[src/rtl/extend_pkg.sv]
// Shared definitions for the immediate extender: ImmSrc encoding and bus widths.
// Optional registered output is enabled with the EXTEND_REG_EN macro.
package extend_pkg;

  localparam int INSTR_W_DEF = 18;
  localparam int DATA_W_DEF  = 32;
  localparam int IMM13_W     = 13;

  typedef enum logic [1:0] {
    IMM_ZE13   = 2'b00,
    IMM_SE13   = 2'b01,
    IMM_SE18S2 = 2'b10,
    IMM_RSVD   = 2'b11
  } imm_src_e;

endpackage

[src/rtl/extend_core.sv]
// Combinational immediate decode: ImmSrc/Instr -> ExtImm/ImmErr, zero latency, no state.
// An unknown ImmSrc drives unknown outputs so upstream X problems stay visible.
module extend_core
  import extend_pkg::*;
#(
  parameter int INSTR_W = INSTR_W_DEF,
  parameter int DATA_W  = DATA_W_DEF
) (
  input  logic [1:0]         ImmSrc,
  input  logic [INSTR_W-1:0] Instr,
  output logic [DATA_W-1:0]  ExtImm,
  output logic               ImmErr
);

  always_comb begin
    ExtImm = '0;
    ImmErr = 1'b0;
    case (ImmSrc)
      IMM_ZE13:   ExtImm = {{(DATA_W-IMM13_W){1'b0}}, Instr[IMM13_W-1:0]};
      IMM_SE13:   ExtImm = {{(DATA_W-IMM13_W){Instr[IMM13_W-1]}}, Instr[IMM13_W-1:0]};
      // word-aligned branch offset: scale by 4, sign from the top field bit
      IMM_SE18S2: ExtImm = {{(DATA_W-INSTR_W-2){Instr[INSTR_W-1]}}, Instr, 2'b00};
      IMM_RSVD:   ImmErr = 1'b1;
      default: begin
        ExtImm = 'x;
        ImmErr = 1'bx;
      end
    endcase
  end

endmodule

[src/rtl/extend.sv]
// Immediate extender top: combinational decode plus sticky error flag and,
// with EXTEND_REG_EN defined, a one-cycle registered copy ExtImmQ.
module extend
  import extend_pkg::*;
#(
  parameter int INSTR_W = INSTR_W_DEF,
  parameter int DATA_W  = DATA_W_DEF
) (
  input  logic               clk,
  input  logic               rst_n,
  input  logic [1:0]         ImmSrc,
  input  logic [INSTR_W-1:0] Instr,
  output logic [DATA_W-1:0]  ExtImm,
  output logic               ImmErr,
  output logic               ErrSticky
`ifdef EXTEND_REG_EN
  ,
  output logic [DATA_W-1:0]  ExtImmQ
`endif
);

  extend_core #(
    .INSTR_W(INSTR_W),
    .DATA_W (DATA_W)
  ) u_core (
    .ImmSrc(ImmSrc),
    .Instr (Instr),
    .ExtImm(ExtImm),
    .ImmErr(ImmErr)
  );

  // only reset clears the error record
  always_ff @(posedge clk or negedge rst_n) begin
    if (!rst_n) begin
      ErrSticky <= 1'b0;
    end else if (ImmErr) begin
      ErrSticky <= 1'b1;
    end
  end

`ifdef EXTEND_REG_EN
  always_ff @(posedge clk or negedge rst_n) begin
    if (!rst_n) begin
      ExtImmQ <= '0;
    end else begin
      ExtImmQ <= ExtImm;
    end
  end
`endif

endmodule

[config.mk]
export PLATFORM = sky130hd
export DESIGN_NAME = extend
export DESIGN_NICKNAME = d
export VERILOG_FILES = /design/src/rtl/extend_pkg.sv /design/src/rtl/extend_core.sv /design/src/rtl/extend.sv
export SDC_FILE = /design/constraint.sdc
export NUM_CORES = 1
export LEC_CHECK = 0
export CAP_MARGIN = 15
export CORE_MARGIN = 5
export CORE_UTILIZATION = 20
export CTS_BUF_LIST = sky130_fd_sc_hd__clkbuf_16
export DETAILED_ROUTE_END_ITERATION = 6
export PLACE_DENSITY = 0.74
export SLEW_MARGIN = 20
export SYNTH_ARGS = -nofsm -noshare
export SYNTH_HDL_FRONTEND = slang
export SYNTH_SLANG_ARGS = --single-unit
[constraint.sdc]
create_clock -name clk -period 1.1 [get_ports clk]
set_clock_uncertainty 0.15 [all_clocks]
set_input_delay 0.11 -clock clk [delete_from_list [all_inputs] [get_ports clk]]
set_output_delay 0.11 -clock clk [all_outputs]
set_load 0.005 [all_outputs]
## Word-level counts from Yosys, hierarchy flattened

Cells that the tools add are included.

| word-level totals | value |
|---|---|
| flip-flop bits (word level) | 1 |
| input bits | 22 |
| logic and storage cells | 7 |

| operators by class | value |
|---|---|
| eq/ne operators | 3 |
| muxes and demuxes | 2 |
| reductions and logical operators | 1 |

Operator list:

| kind | count |
|---|---|
| 32-bit case mux with 3 select lines | 1 |
| 2-bit equality test, second input constant | 2 |
| 2-bit by 1-bit equality test with 1-bit output, second input constant | 1 |
| 2-bit zero test | 1 |
| 1-bit two-way mux | 1 |

## Longest topological paths before layout

| depth | value |
|---|---|
| depth after elaboration | 2 |
| gate-level depth with buffers | 5 |
| mapped depth without buffers | 2 |

## Modules after synthesis

Synthesis repeated with hierarchy kept, for this count alone.

| second synthesis, totals | value |
|---|---|
| cell total of the unflattened synthesis | 43 |
| area, all modules | 372.9 um^2 |

By module, submodules not included:

| module | times used | cells an instance | area an instance (um^2) | sequential area each (um^2) |
|---|---|---|---|---|
| extend_core | 1 | 41 | 341.6 | 0.0 |
| extend | 1 | 2 | 31.3 | 25.0 |

## Least setup slack after synthesis

Ideal clock, no wire load.

| path | value |
|---|---|
| kind | input -> output |
| start point | in ImmSrc[1] |
| end point | out ExtImm[20] |
| arrival time | 939 ps |
| slack | -99 ps |
| stages | 4 |
| path buffers | 2 |
| cells stage by stage | and3b_1 > buf_1 > a21o_1 > buf_4 |

| between the ends | value |
|---|---|
| word-level cells in the longest chain between the ends | 2 |

RTL lines:

| what | RTL line | RTL |
|---|---|---|
| from (decl) | extend.sv:11 | `input logic [1:0] ImmSrc,` |
| 2-bit equality test, or another cell as far along | extend_core.sv:18 | `case (ImmSrc)` |
| 32-bit case mux with 3 select lines (*) | extend_core.sv:18 |  |
| to (decl) | extend.sv:13 | `output logic [DATA_W-1:0] ExtImm,` |

Every way passes the cells marked *; elsewhere a longest branch is shown, timed or not.

## Worst setup path after layout

| path | value |
|---|---|
| start point | in ImmSrc[1] |
| end point | out ExtImm[9] |

The elaborated chain is that of the path after synthesis.

==> metrics <==
Lkg Pwr 0.5614 nW; hpwl dp 1276 um; DRT iter0 DRCs 7; Slew @ Worst Pin 179.9 ps; setup tns final -1436 ps; max reg flops 1; total die area 2836 um^2; Total GRT Usage 12.33%; max-cap violation count 0; CP Max Fanout 5; Worst EP arrival 990 ps; Mean Syn Cell Area 8.502 um^2; XOR/XNOR Fraction of Synth Area 0%; Yosys cell types 17; P per Cell Area 429.1 nW/um^2; Rel. slew slack 87.98%; Vias 551; Total Power 0.4183 mW; crit share post-route 113.8%; mux share of post-synthesis cell area 0%; Compound-Gate Fraction of Synth Area 39.80%; Max VDD drop 0.0003232 V; DR DRC count 0; warnings from Yosys 0; outcome complete, but fails checks; routed wire length 1882 um; Die Y-Extent 53.25 um; syn_nets 66; crit path capture type output pin; Mapped Cells 44; GRT overflow 0; # fillers 185; largest net degree at the start of global routing 7; Finish-stage setup viols 21; Fin. Hold Viols 0; Critical Path RT 840 ps; fin. max-slew vios 0; final core occ 55.84%; pre-CTS setup slack -823.3 ps; Largest Register ErrSticky; GP Congestion 0.7209; sequential cell area fraction in the yosys report 6.689%; drt first pass iters 4; highest clock rate 799.2 MHz; Initial Util 21.43%; area delta synth->final 160.5%; Synth Cell Area 374.1 um^2; number of global-route vias before repair 535; post-DR wirelength/cell 14.26 um; Largest regs ErrSticky: 1 flops; unrepaired setup endpoints after global routing yes; standard-cell rows 15; share of layout cells above drive strength 1 61.68%; Die Wd 53.25 um; failing checks negative setup slack; global-route wire length before repair 2642 um; crit path time final 1251 ps; Worst Hold Class input pin to async pin; IO buf count 55; vias per cell 4.174; largest family of logic cells by synthesized area compound AO/OA/AOI/OAI gates; fin nets 131; Adder-Cell Fraction of Synth Area 0%; most frequent cells in the layout buf_6, buf_2, dlygate4sd2_1; initial antenna violation count 0; Hold WS 110.0 ps; FF+latch count, synth 1; core area 1745 um^2; critical path class input pin to output pin; Synth Area in Simple Gates 17.73%; CTS clk-pin slew, worst paths 0 ps; crit path launch type input pin; post-route setup slack -151.3 ps; IO Pins 56; Antenna Cells 0; latest clock arrival within the worst-skew pair 0 ps; DRT antenna net count 0
==> report_power, final <==
| group | leakage, nW | internal, mW | total [mW] | switching [mW] |
|---|---|---|---|---|
| Clock | 0 | 0 | 0 | 0 |
| Combinational | 0.553 | 0.249 | 0.381 | 0.131 |
| Sequential | 0.00875 | 0.0375 | 0.0375 | 0.0000000334 |
| Total | 0.561 | 0.287 | 0.418 | 0.131 |
==> through the flow <==
step / cell area [um^2] / std cells
6_report: 974.7 / 132
5_1_grt: 974.7 / 132
4_1_cts: 955.9 / 130
3_5_place_dp: 900.9 / 117
3_3_place_gp: 900.9 / 117
2_1_floorplan: 381.6 / 44
==> cell usage after synthesis, drive strengths merged <==
cell type	instances	area (um^2)
a21o	6	45.04
a22o	10	87.58
and2	1	7.510
and2b	3	26.28
and3b	1	8.760
buf	16	130.1
dfrtp	1	25.02
inv	1	3.750
nand2	1	3.750
nor2b	1	13.76
o21a	1	7.510
o2bb2ai	1	8.760
or2	1	6.260
==> cell families (layout without fill, tap and decap cells) <==
kind of cell	count (synthesis)	in the layout
DFF	1	1
AOI/OAI and AO/OA	18	19
buffers and inverters	17	79
and+or+nand+nor	8	8
==> layer usage <==
layer / share of wire [%] / GRT usage [%] / vias up
li1: - / - / 276
met1: 37 / 14.57 / 245
met2: 53 / 24.29 / 30
met3: 9.9 / 1.690 / 0
met4: 0 / 0 / 0
met5: 0 / 0 / -
==> path summary, 6_finish.rpt <==
check / from / endpoint / slack [ps] / cells past startpoint
worst max-delay path: ImmSrc[1] / ExtImm[9] / -150 / 7
worst min-delay path: rst_n / ErrSticky / 110 / 1
worst max register to register: ErrSticky / ErrSticky / 230 / 1
worst min register to register: ErrSticky / ErrSticky / 320 / 1
max in group asynchronous: rst_n / ErrSticky / 590 / 1
min in group clk: ErrSticky / ErrSticky / 320 / 1
==> area by class of cell <==
| cell class | instances | area (um^2) | area share (%) |
|---|---|---|---|
| sequential | 1 | 25.02 | 2.567 |
| tap | 25 | 31.28 | 3.209 |
| multi-input combinational | 27 | 242.7 | 24.90 |
| inverter | 1 | 3.754 | 0.3851 |
| timing repair buffer | 78 | 671.9 | 68.93 |
==> worst max-delay path, stage by stage <==
cell and delay [ps]:
buf_8 100, nor2b_4 140, buf_6 120, buf_6 100, buf_6 100, a22o_1 190
buf_2 130
==> timing repair <==
action | in CTS | in global routing
resized for setup | 183 | 3
buffers inserted | 13 | 4
pin swaps | 13 | 6
hold buffers | 0 | 0
endpoints found under the setup margin | 34 | 23
cloned | 1 | 0
(Power assumes the default switching activity.)
